## src/rtl/bcd_pkg.sv

```systemverilog
// Shared types and constants for the sequential double-dabble converter.
// The digit adjust constants live here so the adjust cell and the top
// agree on digit width and the add-3 rule.
package bcd_pkg;

    typedef enum logic {IDLE, SHIFT} bcd_state_t;

    localparam logic [3:0] ADJ_THRESH = 4'd5;
    localparam logic [3:0] ADJ_ADD    = 4'd3;
    localparam int         DIGIT_W    = 4;

    // Constant function used at elaboration to check the digit count
    // is large enough for the widest binary input.
    function automatic longint unsigned pow10(input int d);
        longint unsigned r;
        r = 64'd1;
        for (int i = 0; i < d; i++) begin
            r = r * 64'd10;
        end
        return r;
    endfunction

endpackage

```

## src/rtl/bcd_digit_adj.sv

```systemverilog
// One BCD digit of the shift-and-add-3 adjust step: a digit of 5 or more
// gets 3 added so that the following left shift carries into the next digit.
module bcd_digit_adj
    import bcd_pkg::*;
(
    input  logic [3:0] digit_in,
    output logic [3:0] digit_out
);

    // Add-3 correction, result kept to 4 bits.
    always_comb begin
        digit_out = (digit_in >= ADJ_THRESH) ? digit_in + ADJ_ADD : digit_in;
    end

endmodule

```

## src/rtl/bcd_dabble_seq.sv

```systemverilog
// Sequential binary-to-BCD converter, one input bit per clock.
// A start request latches bin, N shift cycles follow, then bcd is updated
// and done pulses for one cycle. bcd holds its value until the next result.
// Optional macro BCD_AUTO_EN: free-running mode, the block restarts itself
// every time it is idle and the start input is ignored.
module bcd_dabble_seq
    import bcd_pkg::*;
#(
    parameter int N = 6,
    parameter int D = 2
) (
    input  logic             clk,
    input  logic             reset,
    input  logic             start,
    input  logic [N-1:0]     bin,
    output logic             busy,
    output logic             done,
    output logic [4*D-1:0]   bcd
);

    localparam int BW = DIGIT_W * D;
    localparam int CW = $clog2(N + 1);

    // Reject widths the digit count cannot represent.
    if (N < 1 || N > 16) begin : g_bad_n
        $error("bcd_dabble_seq: N must be in 1..16");
    end
    if (pow10(D) <= ((64'd1 << N) - 64'd1)) begin : g_bad_d
        $error("bcd_dabble_seq: D digits too few for N-bit input");
    end

    bcd_state_t      state_q, state_d;
    logic [N-1:0]    shift_q, shift_d;
    logic [BW-1:0]   scratch_q, scratch_d;
    logic [CW-1:0]   cnt_q, cnt_d;
    logic            busy_q, busy_d;
    logic            done_q, done_d;
    logic [BW-1:0]   bcd_q, bcd_d;
    logic [BW-1:0]   adj_scratch;
    logic            go;

`ifdef BCD_AUTO_EN
    logic unused_start;
    assign unused_start = start;
    assign go = 1'b1;
`else
    assign go = start;
`endif

    for (genvar g = 0; g < D; g++) begin : g_adj
        bcd_digit_adj u_adj (
            .digit_in  (scratch_q[g*DIGIT_W +: DIGIT_W]),
            .digit_out (adj_scratch[g*DIGIT_W +: DIGIT_W])
        );
    end

    // Next-state logic: accept a request in IDLE, adjust-then-shift in SHIFT,
    // publish the result on the last shift.
    always_comb begin
        state_d   = state_q;
        shift_d   = shift_q;
        scratch_d = scratch_q;
        cnt_d     = cnt_q;
        busy_d    = busy_q;
        done_d    = 1'b0;
        bcd_d     = bcd_q;
        unique case (state_q)
            IDLE: begin
                if (go) begin
                    shift_d   = bin;
                    scratch_d = '0;
                    cnt_d     = CW'(N);
                    busy_d    = 1'b1;
                    state_d   = SHIFT;
                end
            end
            SHIFT: begin
                scratch_d = {adj_scratch[BW-2:0], shift_q[N-1]};
                shift_d   = shift_q << 1;
                cnt_d     = cnt_q - 1'b1;
                if (cnt_q == CW'(1)) begin
                    bcd_d   = {adj_scratch[BW-2:0], shift_q[N-1]};
                    done_d  = 1'b1;
                    busy_d  = 1'b0;
                    state_d = IDLE;
                end
            end
            default: state_d = IDLE;
        endcase
    end

    // State and output registers; reset aborts any conversion in flight.
    always_ff @(posedge clk or posedge reset) begin
        if (reset) begin
            state_q   <= IDLE;
            shift_q   <= '0;
            scratch_q <= '0;
            cnt_q     <= '0;
            busy_q    <= 1'b0;
            done_q    <= 1'b0;
            bcd_q     <= '0;
        end else begin
            state_q   <= state_d;
            shift_q   <= shift_d;
            scratch_q <= scratch_d;
            cnt_q     <= cnt_d;
            busy_q    <= busy_d;
            done_q    <= done_d;
            bcd_q     <= bcd_d;
        end
    end

    assign busy = busy_q;
    assign done = done_q;
    assign bcd  = bcd_q;

endmodule

```

## config.mk

```make
export PLATFORM = sky130hd
export DESIGN_NAME = bcd_dabble_seq
export DESIGN_NICKNAME = d
export VERILOG_FILES = /design/src/rtl/bcd_pkg.sv /design/src/rtl/bcd_digit_adj.sv /design/src/rtl/bcd_dabble_seq.sv
export SDC_FILE = /design/constraint.sdc
export NUM_CORES = 1
export LEC_CHECK = 0
export ABC_CLOCK_PERIOD_IN_PS = 1600
export CORE_ASPECT_RATIO = 1.1
export CORE_MARGIN = 5
export CORE_UTILIZATION = 55
export CTS_CLUSTER_DIAMETER = 120
export DETAILED_ROUTE_END_ITERATION = 8
export DONT_BUFFER_PORTS = 1
export GPL_TIMING_DRIVEN = 0
export PLACE_DENSITY_LB_ADDON = 0.2
export SETUP_SLACK_MARGIN = 0.5
export SYNTH_ARGS = -nofsm -noshare
export SYNTH_HDL_FRONTEND = slang
export SYNTH_SLANG_ARGS = --single-unit
```

## constraint.sdc

```tcl
create_clock -name clk -period 1.6 [get_ports clk]
set_input_delay 0.24 -clock clk [delete_from_list [all_inputs] [get_ports clk]]
set_output_delay 0.24 -clock clk [all_outputs]
set_load 0.01 [all_outputs]
```

Yosys cells after proc, flatten, opt, wreduce, memory -nomap -nowiden
Cells that the tools add are included.
W data, S select, Z words.
{"block": "op_classes", "addsub": 3, "multipliers": 0, "n_div": 0, "magnitude_cmp": 2, "n_eq_ne": 3, "shifts": 0, "n_mux": 16, "bitwise": 1, "reduce_logical": 2}
{"operator": "$pmux W8 S2", "n": 1}
{"operator": "$pmux W6 S2", "n": 1}
{"operator": "$ge A4 B3 Y1 const B", "n": 2}
{"operator": "$mux W8", "n": 1}
{"operator": "$mux W1", "n": 6}
{"operator": "$mux W3", "n": 2}
{"operator": "$mux W6", "n": 1}
{"operator": "$pmux W3 S2", "n": 1}
{"operator": "$add A4 B2 Y4 const B", "n": 1}
{"operator": "$mux W4", "n": 1}
{"operator": "$pmux W1 S2", "n": 2}
{"operator": "$reduce_and A2 Y1", "n": 2}
{"operator": "$add A3 B2 Y3 const B", "n": 1}
{"operator": "$eq A3 B1 Y1 const B", "n": 1}
{"operator": "$sub A3 B1 Y3 const B", "n": 1}
{"operator": "$ne A2 B1 Y1 const B", "n": 1}
{"operator": "$ne A2 B2 Y1 const B", "n": 1}
{"operator": "$not A1 Y1", "n": 1}
{"block": "word_totals", "reg_bits": 28, "latchBits": 0, "ramBits": 0, "mem_bits_ro": 0, "output_inout_bits": 10, "memories": 0}

Depth between registers and ports, before layout
Gate-level depths: netlist of the first run.
{"block": "depth", "depth_word": 3, "ltp_mapped": 8, "mapped_depth_nobuf": 7}

Modules after synthesis
A second synthesis of the first run with hierarchy kept.
{"block": "unflattened", "cells_unflattened": 131, "hier_area_um2": 1380.1}
{"mod": "bcd_dabble_seq", "instances": 1, "cells_each": 99, "area_per_inst_um2": 1177.4, "seq_area_each_um2": 700.7}
{"mod": "bcd_digit_adj", "instances": 2, "cells_each": 16, "area_per_inst_um2": 101.3, "seq_area_each_um2": 0.0}

Worst setup path before layout of the first run
No wires, ideal clock.
{"block": "synth_path", "path_kind": "reg-to-reg", "startpoint": "reg cnt_q[1]", "endpoint": "reg bcd_q[1], in the netlist bcd[1]", "t_arrival_ns": 1.322, "required_ns": 1.475, "path_slack_ns": 0.153, "path_stages_with_launch": 8, "path_buffers": 1, "synth_period_minus_slack_ns": 1.447, "cell_sequence": "dfrtp_1 inv_1 ha_1 nand2_1 or2_1 buf_4 clkinv_4 mux2_2"}
{"block": "synth_between", "elab_chain_len": 2}
{"item": "from (decl)", "line": "bcd_dabble_seq.sv:35", "rtl": "logic [CW-1:0] cnt_q, cnt_d;"}
{"item": "from (signal assigned)", "line": "bcd_dabble_seq.sv:106", "rtl": "cnt_q <= cnt_d;"}
{"item": "$eq A3 B1 Y1", "line": "bcd_dabble_seq.sv:81", "rtl": "if (cnt_q == CW'(1)) begin"}
{"item": "$reduce_and A2 Y1 (no line)"}
{"item": "to (signal assigned)", "line": "bcd_dabble_seq.sv:101", "rtl": "bcd_q <= '0;"}
{"item": "to (signal assigned)", "line": "bcd_dabble_seq.sv:109", "rtl": "bcd_q <= bcd_d;"}
{"item": "to (decl)", "line": "bcd_dabble_seq.sv:38", "rtl": "logic [BW-1:0] bcd_q, bcd_d;"}
No other way between the ends.
A chain may end at the register's enable or synchronous reset.

Worst setup path in the final report of the first run
{"block": "layout_path", "startpoint": "reg cnt_q[0]", "endpoint": "reg bcd_q[2], in the netlist bcd[2]"}
Same word-level chain as after synthesis.

==> metrics.yaml, run 1 <==
cts:
  h-tree-depth: 1
  cts_sinks: 28
  cts-buffers-inserted: 3
  root_buffer: "clkbuf_4"
  cts_tree: "yes"
  ctsHoldBuffers: 0
  clk_pin_slew_worst_paths_ns: 0.15
  max-clock-path-buffers: 2
  clock_latency_ns: 0.33
finish:
  area_growth_pct: 31.7
  final_cells: 173
  antenna_cells: 0
  final_nets: 160
  drive_above_1_share_pct: 45.5
  fin_util_pct: 77.2
global_routing:
  grt.overflow.total: 0
  grt_pass1_wl_um: 4750
  antenna_found_initial: 0
  gr-usage-all-layers_pct: 17.8
  grt_max_degree: 29
  grt_pass1_vias: 1068
synthesis:
  synth.yosys.warnings: 0
  synth-seq-area-share_pct: 52.5
  yosys-top-cells-count: "28 x dfrtp_1, 16 x nand2_1, 11 x o21ai_0"
  syn-cell-area_um2: 1330
  synth-edff-count: 0
  yosysTopAreaCellShare_pct: 52.5
  synth-compound-area-share_pct: 12.8
  synthSimpleGateAreaFrac_pct: 12.2
  synthAdderAreaFrac_pct: 5.63
  synth-async-reset-ratio_pct: 100
  synth_top_family_by_area: "compound AO/OA/AOI/OAI gates"
  synth-xor-area-share_pct: 1.31
  yosys.cell_types.count: 27
  synth_top_flop_cell: "dfrtp_1"
  syn_area_per_cell_um2: 10.5
  yosysTopAreaCell: "dfrtp_1"
  synth_nets: 142
  synth_mux_area_share_pct: 9.94
  synthCells: 127
  synth_seq_cells: 28
  synth.most_common_cell: "dfrtp_1"
  synthTopCellsByArea: "dfrtp_1 53%, mux2i_1 6.0%, ha_1 5.6%, nand2_1 4.5%, o21ai_0 4.1%"
timing:
  finalMaxSlewViolations: 0
  setup-tns-final_ns: 0
  max_slew_margin_pct: 31.5
  timing.fmax_mhz: 672
  hold_viol_final: 0
  rsz0062_at_grt: "true"
  skew_ns: 0.00518
  finalSetupViolCount: 0
  period_needed_ns: 1.49
  final.period_utilization_pct: 93.0
  worst_slew_pin_slew_ns: 1.03
routing:
  drt_pass1_iterations: 4
  avgRoutedWirePerCell_um: 17.5
  ant_nets: 0
  drt_wl_total_um: 3030
  drc: 0
  vias: 974
  drt_iter0_markers: 26
  viasPerCell: 5.63
die:
  num_rows: 18
  die_w_um: 57.0
  num_io_pins: 19
  start_util_pct: 58.6
  coreArea_um2: 2270
  die_height_um: 61.7
  die-area_um2: 3510
setup_path:
  path_cells: "ha_4 -> nand2_2 -> or2_1 -> buf_6 -> clkinv_8 -> mux2_4"
  timing.rr.start: "cnt_q[0]"
  cp_top_family: "flip-flops"
  cp.depth: 6
  crit_path_start_kind: "register"
  crit_path_end_kind: "register"
  arrival_ns: 1.72
  regToRegEndpoint: "bcd[2]"
  crit_required_ns: 1.84
  crit_buf_inv: 2
  path_max_fanout: 7
  crit_type: "register to register"
  r2r_setup_slack_ns: 0.11
  reg2reg_depth: 6
  setup.worst_path.end: "bcd[2]"
  cpPeakStageDelay_ns: 0.48
  critPathSlowestCell: "dfrtp_1"
  worstSetupStartpoint: "cnt_q[0]"
place:
  gp_congestion: 0.793
  placed_cells: 157
  dp_hpwl_um: 1720
  port_buffers: 0
power_and_ir_drop:
  p_per_area_nw_per_um2: 2140
  ir_drop_uv: 1480
  p_leak_nw: 0.801
run:
  maxCapViolCount: 0
run_status:
  status: "complete, no violations"
hold_path:
  min_path_type: "input pin to async pin"
[worst min-delay path by stage]
stage,start,to
after floorplan,reset,bcd[0]
after global placement,bin[0],shift_q[0]
after detailed placement,bin[0],shift_q[0]
after CTS,bin[0],shift_q[0]
after global routing,bin[0],shift_q[0]
final,reset,bcd[2]
[area by class of cell]
| class | count | area, um2 |
|---|---|---|
| Multi-Input combinational cell | 83 | 754 |
| Tap cell | 30 | 37.5 |
| Sequential cell | 28 | 702 |
| Inverter | 10 | 50.0 |
| Fill cell | 131 | 518 |
| Buffer | 6 | 58.8 |
| Timing Repair Buffer | 13 | 131 |
| Clock buffer | 3 | 22.5 |
[where the power goes]
group	switching (mW)	total [mW]	leakage (nW)	internal, mW
Combinational	0.987	2.11	0.436	1.13
Sequential	0.342	1.35	0.351	1.01
Clock	0.207	0.296	0.0138	0.0887
[registers in the layout (all words and copies together) (netlist names)]
name and count:
scratch_q 8, done 1, cnt_q 3, shift_q 6, state_q 1, bcd 8
busy 1
[layer usage]
metal	share of wire, %	vias up	wire, um	track usage, %
met4	1.5	0	44	7.95
met3	2.2	5	66	2.10
met2	51	19	1560	32.5
li1	-	457	-	-
met1	45	493	1360	21.3
met5	0	-	0	0
[through the flow]
stage | total power, mW | area [um2] | setup WS, ns | hold slack (ns)
after floorplan | 2.30 | 1360 | 0.166 | 0.305
after global placement | 2.50 | 1400 | 0.109 | 0.409
after detailed placement | 2.56 | 1400 | 0.0925 | 0.408
after CTS | 3.37 | 1630 | 0.147 | 0.0497
after global routing | 4.00 | 1760 | 0.0409 | 0.0723
final | 3.76 | 1760 | 0.112 | 0.0224
[layout by cell type (no fill, tap or decap), types with 2 or more instances in the layout]
master and n:
inv_2 5, nor3b_1 3, mux2i_2 2, dfrtp_1 27, clkbuf_4 3, xnor2_2 2, nand2b_4 2, o21ai_0 6
a21oi_2 2, nor3_1 2, buf_8 2, a21o_1 4, mux2i_1 6, ha_4 6, buf_4 7, mux2_4 4
a21oi_4 2, inv_1 4, nor2_2 3, o21ai_1 4, buf_2 3, a21oi_1 4, nor2_1 2, buf_6 6
nor3_2 2, nand2_2 6, nand2_1 10
[cell families (layout without fill, tap and decap cells)]
kind of cell	Yosys count	count (layout)
AO/OA/AOI/OAI	28	28
XOR/XNOR	2	2
AND/OR/NAND/NOR	35	35
adder cells (fa/ha/maj)	6	6
flip-flops	28	28
buffers and inverters	16	32
multiplexers	12	12
[repair_timing]
item	in CTS	in global routing
hold endpoints to repair	0	0
setup buffers	8	3
gates resized for setup	35	24
pin swaps	11	6
cloned	1	1
setup endpoints to repair	26	27
(Power assumes the default switching activity.)
==> run 2: changes to the inputs <==
--- a/config.mk
+++ b/config.mk
@@ -15,6 +15,7 @@
 export GPL_TIMING_DRIVEN = 0
 export PLACE_DENSITY_LB_ADDON = 0.2
 export SETUP_SLACK_MARGIN = 0.5
+export SKIP_LAST_GASP = 1
 export SYNTH_ARGS = -nofsm -noshare
 export SYNTH_HDL_FRONTEND = slang
 export SYNTH_SLANG_ARGS = --single-unit
==> results of run 2 <==
No change in the layout: final DEF, timing and power equal those of run 1.
==> run 3: changes to the inputs <==
--- a/config.mk
+++ b/config.mk
@@ -18,4 +18,5 @@
 export SKIP_LAST_GASP = 1
 export SYNTH_ARGS = -nofsm -noshare
 export SYNTH_HDL_FRONTEND = slang
+export SYNTH_HIERARCHICAL = 1
 export SYNTH_SLANG_ARGS = --single-unit
==> run 3 against run 2 <==
Sequential power about the same. Critical endpoint unchanged. Die area increased by 1.6%. Worst setup slack better by 0.065 ns. Final area is 1.9% lower. Sequential cell count did not move. Power down 3.5%. Register-to-register slack gained 0.06 ns. Sequential share of layout area grew 0.83 points.
==> metrics.yaml, run 3 <==
run_status:
  status: "complete, no violations"
timing:
  worst_slew_pin_slew_ns: 1.05  # +0.0206 ns
  period_needed_ns: 1.42  # -0.0649 ns
  setup-tns-final_ns: 0  # unchanged
  fin_hold_ws_ns: 0.0264  # +0.00399 ns
  setup_ws_ns: 0.177  # +0.0649 ns
  finalMaxSlewViolations: 0  # unchanged
  final.period_utilization_pct: 89.0  # -4.1 points
  finalSetupViolCount: 0  # unchanged
  skew_ns: 0.0134  # +0.00823 ns
  rsz0062_at_grt: "true"
  max_slew_margin_pct: 30.1  # -1.4 points
  timing.fmax_mhz: 703  # +4.6%
  hold_viol_final: 0  # unchanged
cts:
  clock_latency_ns: 0.33  # about the same
  root_buffer: "clkbuf_4"
  h-tree-depth: 1  # unchanged
  clk_pin_slew_worst_paths_ns: 0.16  # about the same
  max-clock-path-buffers: 2  # unchanged
  cts-buffers-inserted: 3  # unchanged
  ctsHoldBuffers: 0  # unchanged
  cts_sinks: 28  # unchanged
  cts_tree: "yes"
power_and_ir_drop:
  internal_power_mw: 2.24  # +0.47%
  clockPowerShare_pct: 9.6  # +1.7 points
  p_sw_share_pct: 38.4  # -2.4 points
  seqPwrFrac_pct: 37.8  # +1.8 points
  p_per_area_nw_per_um2: 2110  # -1.7%
  p_leak_nw: 0.804  # +0.32%
  p_sw_mw: 1.39  # -9.3%
  comb_power_share_pct: 52.6  # -3.6 points
  ir_drop_uv: 1390  # -6.0%
setup_path:
  arrival_ns: 1.71  # about the same
  timing.rr.start: "scratch_q[0]"
  crit_required_ns: 1.89  # +0.05 ns
  path_max_fanout: 3  # -4
  crit_path_end_kind: "register"
  worstSetupStartpoint: "scratch_q[0]"
  crit_path_start_kind: "register"
  crit_type: "register to register"
place:
  dp_hpwl_um: 1730  # +0.73%
  place_ws_ns: 0.169  # +0.0761 ns
  port_buffers: 0  # unchanged
  gp_congestion: 0.747  # -5.7%
finish:
  area_growth_pct: 26.8
  drive_above_1_share_pct: 40.1  # -5.3 points
  final_nets: 163  # +1.9%
  fill_cells: 188  # +44%
  final_common_cell: "dfrtp_1"
  antenna_cells: 0  # unchanged
  regArea_um2: 703  # +0.18%
  layout_common_cells: "26 x dfrtp_1, 19 x nand2_1, 11 x buf_4, 11 x o21ai_1, 8 x nand2b_1"
  multi_input_area_um2: 728  # -3.5%
die:
  coreArea_um2: 2420  # +6.6%
  num_io_pins: 19  # unchanged
  die-area_um2: 3570  # +1.6%
  die_w_um: 57.4  # +0.81%
  die_height_um: 62.2  # +0.82%
  num_rows: 19  # +1
  start_util_pct: 56.1  # -2.5 points
global_routing:
  antenna_found_initial: 0  # unchanged
  met2_usage_pct: 28.0  # -4.5 points
  gr-usage-all-layers_pct: 16.4  # -1.3 points
  busiest_layer: "met2"
  grt_pass1_vias: 1005  # -5.9%
  grt_max_degree: 29  # unchanged
  met1_usage_pct: 20.2  # -1.1 points
  met3_usage_pct: 3.11  # +1.0 points
  grt.overflow.total: 0  # unchanged
  grt_pass1_wl_um: 4640  # -2.2%
hold_path:
  min_path_type: "input pin to async pin"
routing:
  ant_nets: 0  # unchanged
  drt_wl_total_um: 2800  # -7.6%
  avgRoutedWirePerCell_um: 15.7  # -10%
  drc: 0  # unchanged
  drt_pass1_iterations: 4  # unchanged
  vias: 968  # -0.62%
  viasPerCell: 5.44  # -3.4%
  drt_iter0_markers: 23  # -12%
synthesis:
  syn-cell-area_um2: 1360  # +2.0%
  synth.yosys.warnings: 6  # +6
  synth_nets: 142  # unchanged
  synthCells: 127  # unchanged
  syn_area_per_cell_um2: 10.7  # +2.0%
run:
  maxCapViolCount: 0  # unchanged
-- run 3: cell count changes in the layout (fill, tap and decap cells not counted), sizes merged, moves of 3 or more --
cell and delta:
o21ai +4, mux2 +5, nand2 +3, nor3b -4
a21oi -4, a21o -5, nand2b +8
-- run 3: final timing paths --
check | cells past startpoint | end | slack (ns)
setup / recovery | 5 | bcd[2] | 0.18
hold / removal | 1 | cnt_q[1] | 0.03
setup reg to reg | 5 | bcd[2] | 0.18
hold reg to reg | 2 | shift_q[3] | 0.50
max in group asynchronous | 1 | state_q | 0.86
min in group clk | 2 | shift_q[0] | 0.08
-- run 3: layout make-up --
| class | instances | share of cell area, % |
|---|---|---|
| repair buffers | 16 | 8.42 |
| multi-input cells | 85 | 42.2 |
| inverters | 9 | 2.10 |
| plain buffers | 5 | 2.10 |
| flip-flops and latches | 28 | 40.8 |
| clock buffers | 4 | 2.10 |
| well taps | 31 | 2.25 |
-- run 3: metrics by stage --
step           utilization [%]  area [um2]  total power [mW]  std cells
2_1_floorplan                -        1420              2.42        127
3_3_place_gp              60.0        1460              2.61        158
3_5_place_dp              60.0        1460              2.70        158
4_1_cts                   66.9        1620              3.32        172
5_1_grt                   71.1        1720              3.92        178
6_report                  71.1        1720              3.63        178
-- run 3: power by group through the flow --
stage / clock (mW) / sequential, mW / combinational (mW)
floorplan: 0 / 1.29 / 1.13
global placement: 0 / 1.35 / 1.26
detailed placement: 0 / 1.37 / 1.33
CTS: 0.359 / 1.36 / 1.61
global route: 0.396 / 1.42 / 2.11
finish: 0.348 / 1.37 / 1.91
-- run 3: routing by layer --
metal / share of wire [%] / vias up
li1: - / 459
met3: 3.6 / 8
met2: 51 / 25
met5: 0 / -
met1: 43 / 476
met4: 2.3 / 0
-- run 3: repair_timing --
action | CTS | global route
setup buffers | 10 | 5
gates cloned | 0 | 1
resized for setup | 13 | 21
pin swaps | 1 | 9
setup endpoints to repair | 22 | 25
-- run 3: critical path, stage by stage (launching register included) --
cell	delay [ns]
dfrtp_2	0.48
ha_4	0.17
nand2b_4	0.14
a21oi_4	0.16
mux2i_2	0.25
mux2_2	0.18
==> RTL change: new RTL, settings of run 1 <==
The option `BCD_AUTO_EN` is turned on by a define.
--- a/src/rtl/bcd_dabble_seq.sv
+++ b/src/rtl/bcd_dabble_seq.sv
@@ -4,4 +4,6 @@
 // Optional macro BCD_AUTO_EN: free-running mode, the block restarts itself
 // every time it is idle and the start input is ignored.
+`define BCD_AUTO_EN
+
 module bcd_dabble_seq
     import bcd_pkg::*;
Behaviour: not the same (a bounded check fails within 4 cycles, from zero or initial values and one cycle with reset high).
==> RTL change against run 1 <==
Synthesized area shrank 11%; wire length shrank 32%; via count shrank 28%; non-clock buffer count shrank 5; cell area shrank 10%; critical endpoint unchanged; sequential cell count is the same; worst setup slack gained 74 ps; sequential share of layout area grew 4.5 points; critical path depth is the same.
Power is not compared: it rests on default switching activity, and its combinational part moved more than twofold at a synthesized area within 25%.
==> RTL change: results (changes against run 1) <==
| Metric | Value |
|---|---|
| Antenna violations before repair | `0 (unchanged)` |
| Count of cell types in the netlist | `21 (-22%)` |
| Post-synthesis adder-cell area fraction | `0.0632 (+0.00687)` |
| Synthesis Warnings | `0 (unchanged)` |
| First-pass GRT wire length | `3280 um (-31%)` |
| Finished Layout Cells | `138 (-20%)` |
| Share of cells above drive strength 1 | `0.536 (+0.0818)` |
| Starting DRT DRC Count | `4 (-85%)` |
| Mapped Nets | `109 (-23%)` |
| DRT Wirelength | `2050 um (-32%)` |
| CP arrival | `1700 ps (-20 ps)` |
| Worst-Skew Late Latency | `330 ps (about the same)` |
| Post-synthesis xor/xnor area fraction | `0.0221 (+0.00897)` |
| Critical Path Max Stage Delay | `400 ps (-80 ps)` |
| Final #Nets | `126 (-21%)` |
| Top post-synthesis cells by area | `dfrtp_1, mux2_2, ha_1` |
| Cells after Synth | `94 (-26%)` |
| Async SR Flop Fraction | `1.00 (unchanged)` |
| Status | `completed` |
| Synth cell count leaders | `dfrtp_1, inv_1, nand2_1` |
| Reg clk slew, reported paths | `150 ps (about the same)` |
| Compound-cell area share of the yosys netlist | `0.0484 (-0.0792)` |
| Placer Congestion | `0.745 (-6.1%)` |
| R2r startpoint | `scratch_q[1]` |
| Post-DP HPWL | `1320 um (-23%)` |
| Worst-case clock skew | `8.62 ps (+3.44 ps)` |
| Total iterations of the first detailed-routing run | `4 (unchanged)` |
| Seq/Total Area, Yosys | `0.589 (+0.0641)` |
| GRT Total Usage | `0.146 (-0.0320)` |
| H-tree levels | `1 (unchanged)` |
| Crit-path max FO | `3 (-4)` |
| CTS Buf Count | `3 (unchanged)` |
| RR Endpoint | `bcd[2]` |
| Multiplexer area fraction after synthesis | `0.108 (+0.00898)` |
| Min Hold Slack | `4.54 ps (-17.8 ps)` |
| Input/output buffers | `0 (unchanged)` |
| DP Area | `1280 um^2 (-8.6%)` |
| Peak supply drop | `a little over 0.0009 V` |
| Reg-to-reg slack, setup | `190 ps (+70 ps)` |
| Post-Place Cells | `122 (-22%)` |
| Vias in the first global route | `776 (-27%)` |
| CTS Buffer Depth | `2 (unchanged)` |
| Rel. slew slack | `0.338 (+0.0228)` |
| Vias | `705 (-28%)` |
| Antenna fix cells | `0 (unchanged)` |
| HP Class | `primary input to asynchronous set/reset pin` |
-- RTL change: cell count changes after synthesis, moves of 2 or more --
cell,delta
o21ai_0,-7
a21o_1,-4
mux2i_1,-6
nor3_1,-4
nor2_1,-6
nor2b_1,+5
a21oi_1,-2
buf_2,-5
nand2_1,-8
and2_1,+3
mux2_2,+5
-- RTL change: cell families (layout without fill, tap and decap cells) --
kind of cell	after synthesis	count (layout)
flip-flops	28	28
AND/OR/NAND/NOR	25	25
multiplexers	11	11
buffers and inverters	11	27
AO/OA/AOI/OAI	10	10
adder cells (fa/ha/maj)	6	6
XOR/XNOR	3	3
-- RTL change: cell type report --
class	count	area, um^2
repair buffers	12	121
plain buffers	2	12.5
clock buffers	3	22.5
multi-input cells	55	614
flip-flops and latches	28	701
fillers	135	464
well taps	28	35.0
inverters	9	41.3
clock inverters	1	30.0
-- RTL change: metal layers --
| layer | track usage | vias up | part of all wire |
|---|---|---|---|
| li1 | - | 338 | - |
| met1 | 0.171 | 345 | 0.43 |
| met2 | 0.243 | 16 | 0.50 |
| met3 | 0.0329 | 6 | 0.045 |
| met4 | 0.0747 | 0 | 0.021 |
| met5 | 0 | - | 0 |
-- RTL change: what timing repair did --
item	CTS	global route
pin swaps	3	5
hold buffers	0	0
setup buffers	8	4
resized for setup	16	21
setup endpoints to repair	19	19
-- RTL change: through the flow --
step | setup WS [ps] | utilization | total power, W
6_report | 186 | 0.773 | 0.00168
5_1_grt | 89.4 | 0.773 | 0.00175
4_1_cts | 194 | 0.718 | 0.00164
3_5_place_dp | 202 | 0.626 | 0.00112
3_3_place_gp | 229 | 0.626 | 0.00111
2_1_floorplan | 284 | - | 0.00107
-- RTL change: how the worst max path moves through the flow --
stage                     cells past startpoint          from  endpoint  slack [ps]
after floorplan                               6  scratch_q[0]    bcd[2]         280
after global placement                        6  scratch_q[0]    bcd[2]         230
after detailed placement                      6  scratch_q[0]    bcd[2]         200
after CTS                                     5  scratch_q[0]    bcd[2]         190
after global routing                          6  scratch_q[1]    bcd[2]          90
final                                         6  scratch_q[1]    bcd[2]         190
-- RTL change: report_power, final --
group	switching, W	total, W	internal (W)
Combinational	0.000162	0.000364	0.000203
Clock	0.000207	0.000461	0.000254
Sequential	0.0000808	0.000852	0.000771
-- RTL change: critical path: cells and delay by family, from the launching register on --
kind                     cells  cell delay (ps)
multiplexers                 2              440
adder cells (fa/ha/maj)      1              160
AO/OA/AOI/OAI                1              170
flip-flops                   1              400
buffers and inverters        1               70
AND/OR/NAND/NOR              1              140
